File: src/rtl/dct_v2.sv
// Unnormalized 8-point 1-D DCT-II: loads eight unsigned samples, then
// accumulates one product per cycle and streams X[0..7] out with strobes.
module dct_v2 (
   input  logic               clk,
   input  logic               reset,
   input  logic               start,
   input  logic [7:0]         data_in,
   output logic signed [31:0] data_out,
   output logic               exportProduct,
   output logic               finish
);

   typedef enum logic [1:0] {IDLE, LOAD, MAC} state_t;

   localparam int unsigned AW = 26;

   state_t               state_q;
   logic [7:0]           x_q [8];
   logic [2:0]           ld_q;
   logic [2:0]           k_q;
   logic [2:0]           n_q;
   logic signed [AW-1:0] acc_q;
   logic signed [AW-1:0] acc_d;
   logic signed [31:0]   data_q;
   logic                 exp_q;
   logic                 fin_q;

   logic signed [13:0]   coef;
   logic signed [22:0]   prod;

   // Cosine ROM: fold the phase index m=(2n+1)k mod 32 onto the first quadrant.
   function automatic logic signed [13:0] cos_rom(input logic [2:0] k, input logic [2:0] n);
      logic [6:0]         p;
      logic [4:0]         m;
      logic [3:0]         mf;
      logic signed [13:0] mag;
      p = {3'b000, n, 1'b1} * {4'b0000, k};
      m = p[4:0];
      if (m <= 5'd8)
         mf = m[3:0];
      else if (m <= 5'd16)
         mf = 4'(5'd16 - m);
      else if (m <= 5'd24)
         mf = 4'(m - 5'd16);
      else
         mf = 4'(6'd32 - {1'b0, m});
      case (mf)
         4'd0:    mag = 14'sd4096;
         4'd1:    mag = 14'sd4017;
         4'd2:    mag = 14'sd3784;
         4'd3:    mag = 14'sd3406;
         4'd4:    mag = 14'sd2896;
         4'd5:    mag = 14'sd2276;
         4'd6:    mag = 14'sd1567;
         4'd7:    mag = 14'sd799;
         default: mag = 14'sd0;
      endcase
      return ((m > 5'd8) && (m < 5'd24)) ? -mag : mag;
   endfunction

   always_comb begin
      coef  = cos_rom(k_q, n_q);
      prod  = $signed({1'b0, x_q[n_q]}) * coef;
      acc_d = acc_q + AW'(prod);
   end

   always_ff @(posedge clk) begin
      if (reset) begin
         state_q <= IDLE;
         x_q     <= '{default: '0};
         ld_q    <= '0;
         k_q     <= '0;
         n_q     <= '0;
         acc_q   <= '0;
         data_q  <= '0;
         exp_q   <= 1'b0;
         fin_q   <= 1'b0;
      end else begin
         exp_q <= 1'b0;
         fin_q <= 1'b0;
         case (state_q)
            IDLE: begin
               if (start) begin
                  x_q[0]  <= data_in;
                  ld_q    <= 3'd1;
                  state_q <= LOAD;
               end
            end
            LOAD: begin
               x_q[ld_q] <= data_in;
               ld_q      <= ld_q + 3'd1;
               if (ld_q == 3'd7) begin
                  k_q     <= '0;
                  n_q     <= '0;
                  acc_q   <= '0;
                  state_q <= MAC;
               end
            end
            MAC: begin
               n_q <= n_q + 3'd1;
               if (n_q == 3'd7) begin
                  // Last tap of a coefficient: publish the full sum and restart.
                  data_q <= 32'(acc_d);
                  acc_q  <= '0;
                  exp_q  <= 1'b1;
                  k_q    <= k_q + 3'd1;
                  if (k_q == 3'd7) begin
                     fin_q   <= 1'b1;
                     state_q <= IDLE;
                  end
               end else begin
                  acc_q <= acc_d;
               end
            end
            default: state_q <= IDLE;
         endcase
      end
   end

   assign data_out      = data_q;
   assign exportProduct = exp_q;
   assign finish        = fin_q;

endmodule

File: config.mk
export PLATFORM = sky130hd
export DESIGN_NAME = dct_v2
export DESIGN_NICKNAME = d
export VERILOG_FILES = /design/src/rtl/dct_v2.sv
export SDC_FILE = /design/constraint.sdc
export NUM_CORES = 1
export LEC_CHECK = 0
export CORE_ASPECT_RATIO = 1.75
export CORE_MARGIN = 2
export CORE_UTILIZATION = 40
export CTS_CLUSTER_DIAMETER = 80
export DETAILED_ROUTE_END_ITERATION = 8
export SLEW_MARGIN = 25
export SYNTH_ARGS = -nofsm -noshare
export SYNTH_HDL_FRONTEND = slang
export SYNTH_SLANG_ARGS = --single-unit
File: constraint.sdc
create_clock -name clk -period 10.27 [get_ports clk]
set_input_delay 2.054 -clock clk [delete_from_list [all_inputs] [get_ports clk]]
set_output_delay 2.054 -clock clk [all_outputs]
set_load 0.02 [all_outputs]
==> results.txt, run 1 <==
Cell depth of the worst hold path: 2
Shortest period the worst path allows: 9.65 ns
Worst Clk Skew: 0.0101 ns
Pin count of the biggest net entering global routing: 88
Sequential fraction of the synthesis area: 0.228
Number of maximum-capacitance constraint violations: 0
Number of synthesis warnings: 0
Most frequent cell after synthesis: inv_1
DRC: 0
Post-synthesis to final-layout area growth: 12.5%
Number of input and output port buffers inserted: 44
Slew margin rel.: 0.286
Nets: 1,496
Via count: 8,770
Row Count: 81
Die extent in x: 131 um
Transition at the pin with the smallest max-transition slack: 1.07 ns
Sum of met2 wire segment lengths after detailed routing: 16,900 um
Final-report max-slew violation count: 0
Max layer used: met4
Endpoints failing setup: 0
Number of diodes added for antenna fixing: 0
Crit Path Max Fanout: 8
Number of enable flip-flop cells after synthesis: 0
Worst r2r src: k_q[1]
RSZ-0062 raised after global routing: false
Worst reg2reg path depth: 37
Violation count after the first detailed-route iteration: 354
Detailed-router iteration count before antenna repair: 5
Number of gates given a new drive strength after cts: 0
Number of standard cells after synthesis: 1,278
Final clock period utilization by the worst path: 0.939
GR Overflow Total: 0
Clock buffer count from CTS: 17
Cell area after synthesis: 11,400 um2
Gp weighted congestion: 0.911
Routed length on met3: 808 um
Leakage power figure: 0.00577 uW
Result of the run: complete, no violations
Maximum frequency from static timing analysis: 104 MHz
HP Class: reg -> reg
Average footprint of a synthesized cell: 8.88 um2
HP Start: data_out[1]
Cell with the largest stage delay on the worst path: fa_1
Top area cells in the synthesized netlist: dfxtp_1 (23%), fa_1 (21%), ha_1 (7.7%)
Clock tree from TritonCTS: yes
Setup_tns: 0 ns
Main flop type after synthesis: dfxtp_1
Via count of the first global-routing pass: 9,439
Count of nets left with antenna violations after detail routing: 0
Top cells by instance count after synthesis: inv_1 (207), nor2_1 (169), dfxtp_1 (129), nand2_1 (118), fa_1 (117)
Max stage delay on crit path: 0.53 ns
H-tree level count: 4
CP startpoint: k_q[1]
Core Box Area: 28,000 um2
Final Power: 1200 uW
Total track usage: 0.211
Buffer cell driving the clock tree root: clkbuf_16
HPWL after DPL: 24,100 um
Hold buffer count at cts: 0
Area fraction of the dominant cell type after synthesis: 0.228
Post-synth net total: 1,476
Clock sinks: 129
P per Cell Area: 94.3 nW/um2
First-pass GRT wire length: 49,100 um
Floorplan die area: 29,800 um2
Fraction of layout cells with a size suffix above 1: 0.0862
Clock Latency Late Sink: 0.43 ns
Worst-path clk slew: 0.06 ns
Async S/R FF share, synth: 0
Count of non-filler cells in the finished layout: 1,684
Setup crit end kind: flop
Worst IR Drop VDD: 0.143 mV
Met1 wire length: 11,000 um
Routed wire per std cell: 17.8 um
Initial antenna violation count: 0
Die H: 227 um
Initial core utilization: 0.406
#FFs+latches synth: 129
CP startpoint kind: flop
Unique masters post-synth: 82
Worst endpoint required time: 10.59 ns
Via/cell ratio: 5.21
Deepest clock path buffer count: 2
Aggregate routed wire length: 30,000 um
Dpl cells: 1,652
Total count of hold-check failures in the final report: 0
Post-CTS Repair Setup Buffers: 0
Setup Crit Path Kind: reg -> reg
CP arrival: 9.96 ns
Most used cell along the critical path: inv_1
IO Count: 45
Largest area contributor in the synthesized netlist: dfxtp_1
==> power breakdown <==
group	switching [uW]	total [uW]	internal, uW
Clock	240	607	367
Sequential	4.38	510	506
Combinational	57.5	86.9	29.4
Total	302	1200	902
==> cell usage in the layout (no fill, tap or decap), drive strengths merged, types with 5 or more instances in the layout <==
master	synthesis	final
a21oi	54	54
nand2b	14	14
xnor2	23	23
nor2b	14	14
mux2	7	7
a211oi	6	6
nor3	19	19
nor2	170	170
o211ai	6	6
inv	207	210
and3	8	8
o21a	5	5
mux4	16	16
fa	117	117
buf	23	16
clkdlybuf4s50	0	43
a21boi	5	5
nand3	9	9
a22oi	14	14
clkbuf	35	18
a21o	10	10
o21ai	30	30
xor2	10	10
a22o	11	11
and2	9	9
dfxtp	129	129
ha	70	70
clkinv	0	7
mux2i	73	73
nand2	119	119
a31oi	5	5
==> flip-flops by register name, summed over array words and instances (netlist names) <==
signal         flops
acc_q             26
data_out          26
exportProduct      1
finish             1
k_q                3
ld_q               3
n_q                3
state_q            2
x_q               64
==> cell type report <==
| cell class | instances | area [um2] |
|---|---|---|
| clock inverter | 14 | 158 |
| timing repair buffer | 59 | 551 |
| inverter | 207 | 777 |
| clock buffer | 18 | 439 |
| multi-input combinational | 884 | 7800 |
| sequential | 129 | 2580 |
| fill | 2799 | 15200 |
| tap | 373 | 467 |
==> routing by layer <==
layer / track usage / vias to the layer above
li1: - / 4197
met1: 0.220 / 4325
met2: 0.419 / 179
met3: 0.0266 / 69
met4: 0.0929 / 0
met5: 0 / -
==> critical path, delay by kind of cell, from the launching register on <==
family	cells	cell delay [ns]
AO/OA/AOI/OAI	10	2.50
XOR/XNOR	3	0.75
adder cells (fa/ha/maj)	11	4.38
buffers and inverters	8	0.51
flip-flops	1	0.46
AND/OR/NAND/NOR	5	0.91
==> kinds of logic after synthesis <==
| group | synth area share |
|---|---|
| adders and majority gates | 0.284 |
| AOI/OAI and AO/OA | 0.116 |
| muxes | 0.104 |
| DFF | 0.228 |
| xor gates and xnor gates | 0.0317 |
| and+or+nand+nor | 0.147 |
| buffers and inverters | 0.0899 |
==> path summary, 6_finish.rpt <==
| kind | endpoint | slack, ns |
|---|---|---|
| max reg2reg | acc_q[19] | 0.62 |
| max | acc_q[19] | 0.62 |
| min reg2reg | data_out[1] | 0.45 |
| min | data_out[1] | 0.45 |
==> metrics by stage <==
step	utilization	setup slack, ns	hold WS (ns)	area, um2
final	0.457	0.623	0.452	12800
after global routing	0.457	0.0725	0.479	12800
after CTS	0.456	0.437	0.459	12700
after detailed placement	0.434	0.449	0.449	12200
after global placement	0.434	0.701	0.439	12100
after floorplan	-	0.742	0.425	11400
Note: power is estimated with default switching activity, not from simulation.
==> inputs of run 2 (changes only) <==
Settings changed: CTS_BUF_LIST from default to sky130_fd_sc_hd__clkbuf_16, SKIP_LAST_GASP from default to 1.
==> run 2 against run 1 <==
Hold slack better by 0.00085 ns. Sequential power is essentially flat. First-iteration DRC count increased by 5.6%. Design area hardly changed. Critical path type unchanged. Via count increased by 0.38%. Flip-flop and latch count unchanged. Die area did not move. Critical path depth is the same. Power shrank 0.51%. Sequential share of layout area hardly changed. Global-route usage about the same.
==> results.txt, run 2 (synthesis results as in run 1) <==
Total count of hold-check failures in the final report: 0
Cell depth of the worst hold path: 2
Leakage power figure: 0.00577 uW
Reg-to-reg slack, setup: 0.59 ns
Nets: 1,496
Routed wire per std cell: 17.8 um
Count of nets left with antenna violations after detail routing: 0
Buffer cell driving the clock tree root: clkbuf_16
Aggregate routed wire length: 30,000 um
P per Cell Area: 93.9 nW/um2
Core Box Area: 28,000 um2
Worst reg2reg path depth: 37
H-tree level count: 4
Clock sinks: 129
Deepest clock path buffer count: 2
Largest register FFs: 64
Most flop-heavy register: x_q
CP startpoint kind: flop
HPWL after DPL: 24,100 um
Violation count after the first detailed-route iteration: 374
Pin count of the biggest net entering global routing: 88
Clock Latency Late Sink: 0.44 ns
Fraction of layout cells with a size suffix above 1: 0.0854
GR Overflow Total: 0
DRC: 0
Clock tree from TritonCTS: yes
Slew margin rel.: 0.295
Via/cell ratio: 5.23
HP Class: reg -> reg
Worst IR Drop VDD: 0.143 mV
Detailed-router iteration count before antenna repair: 5
First-pass GRT wire length: 49,100 um
Number of maximum-capacitance constraint violations: 0
Cell with the largest stage delay on the worst path: fa_1
Number of cells on the critical path: 37
Setup_tns: 0 ns
Worst endpoint required time: 10.59 ns
Die H: 227 um
Endpoints failing setup: 0
Via count: 8,803
Hold buffer count at cts: 0
Worst-path clk slew: 0.06 ns
Final clock period utilization by the worst path: 0.943
Setup crit end kind: flop
Leading cell type in the layout, fill and taps excluded: inv_1
Maximum frequency from static timing analysis: 103 MHz
Number of input and output port buffers inserted: 44
Initial antenna violation count: 0
CP arrival: 10.00 ns
Row Count: 81
Crit Path Max Fanout: 8
Max stage delay on crit path: 0.53 ns
Setup Crit Path Kind: reg -> reg
Most used cell along the critical path: inv_1
Shortest period the worst path allows: 9.68 ns
Result of the run: complete, no violations
Total track usage: 0.211
IO Count: 45
Buf/Inv on CP: 8
RSZ-0062 raised after global routing: false
Floorplan die area: 29,800 um2
Via count of the first global-routing pass: 9,434
Clock buffer count from CTS: 17
Initial core utilization: 0.406
Die extent in x: 131 um
Transition at the pin with the smallest max-transition slack: 1.05 ns
Number of diodes added for antenna fixing: 0
Worst Clk Skew: 0.0151 ns
Worst path top cell family by delay: adder cells
Most frequent cells in the layout: inv_1 (207), nor2_1 (165), dfxtp_1 (129)
Gp weighted congestion: 0.911
Final-report max-slew violation count: 0
Post-synthesis to final-layout area growth: 12.4%
Final Power: 1200 uW
-- run 2: cell types whose count changed in the layout (fill, tap and decap cells not counted) --
cell      before  now
clkbuf_8       1    0
clkinv_1       0    1
-- run 2: timing repair --
action	CTS	global route
gates resized for setup	0	4
endpoints found under the setup margin	0	17
buffers inserted	0	0
-- run 2: layout make-up --
type                       count  area (um2)
clock buffer                  17         425
fill                        2799       15200
sequential                   129        2580
multi-input combinational    884        7800
clock inverter                15         161
tap                          373         467
timing repair buffer          59         551
inverter                     207         777
-- run 2: metrics by stage --
| stage | util | std cells | hold slack (ns) | setup slack, ns | cell area (um2) |
|---|---|---|---|---|---|
| after detailed placement | 0.434 | 1652 | 0.449 | 0.449 | 12200 |
| after global placement | 0.434 | 1652 | 0.439 | 0.701 | 12100 |
| final | 0.456 | 1684 | 0.453 | 0.590 | 12800 |
| after CTS | 0.455 | 1684 | 0.459 | 0.437 | 12700 |
| after global routing | 0.456 | 1684 | 0.479 | 0.0725 | 12800 |
| after floorplan | - | 1278 | 0.425 | 0.742 | 11400 |
-- run 2: per-layer routing --
| layer | GRT usage | wire, um |
|---|---|---|
| met5 | 0 | 0 |
| met4 | 0.0929 | 1220 |
| met3 | 0.0266 | 816 |
| met2 | 0.419 | 16900 |
| met1 | 0.221 | 11000 |
-- run 2: power by group --
part / internal (uW) / total (uW) / leakage [uW] / switching, uW
clock: 359 / 601 / 0.000283 / 241
combinational: 29.4 / 86.7 / 0.00444 / 57.3
sequential: 506 / 510 / 0.00104 / 4.42
total: 895 / 1200 / 0.00577 / 303
-- run 2: worst paths after layout --
check | startpoint | endpoint
worst max-delay path | k_q[1] | acc_q[19]
worst min register to register | data_out[1] | data_out[1]
worst max register to register | k_q[1] | acc_q[19]
worst min-delay path | data_out[1] | data_out[1]
-- run 2: worst min-delay path, cell delays in order, from the launching register on --
cell	delay [ns]
dfxtp_1	0.30
nand2_1	0.05
a21oi_1	0.05
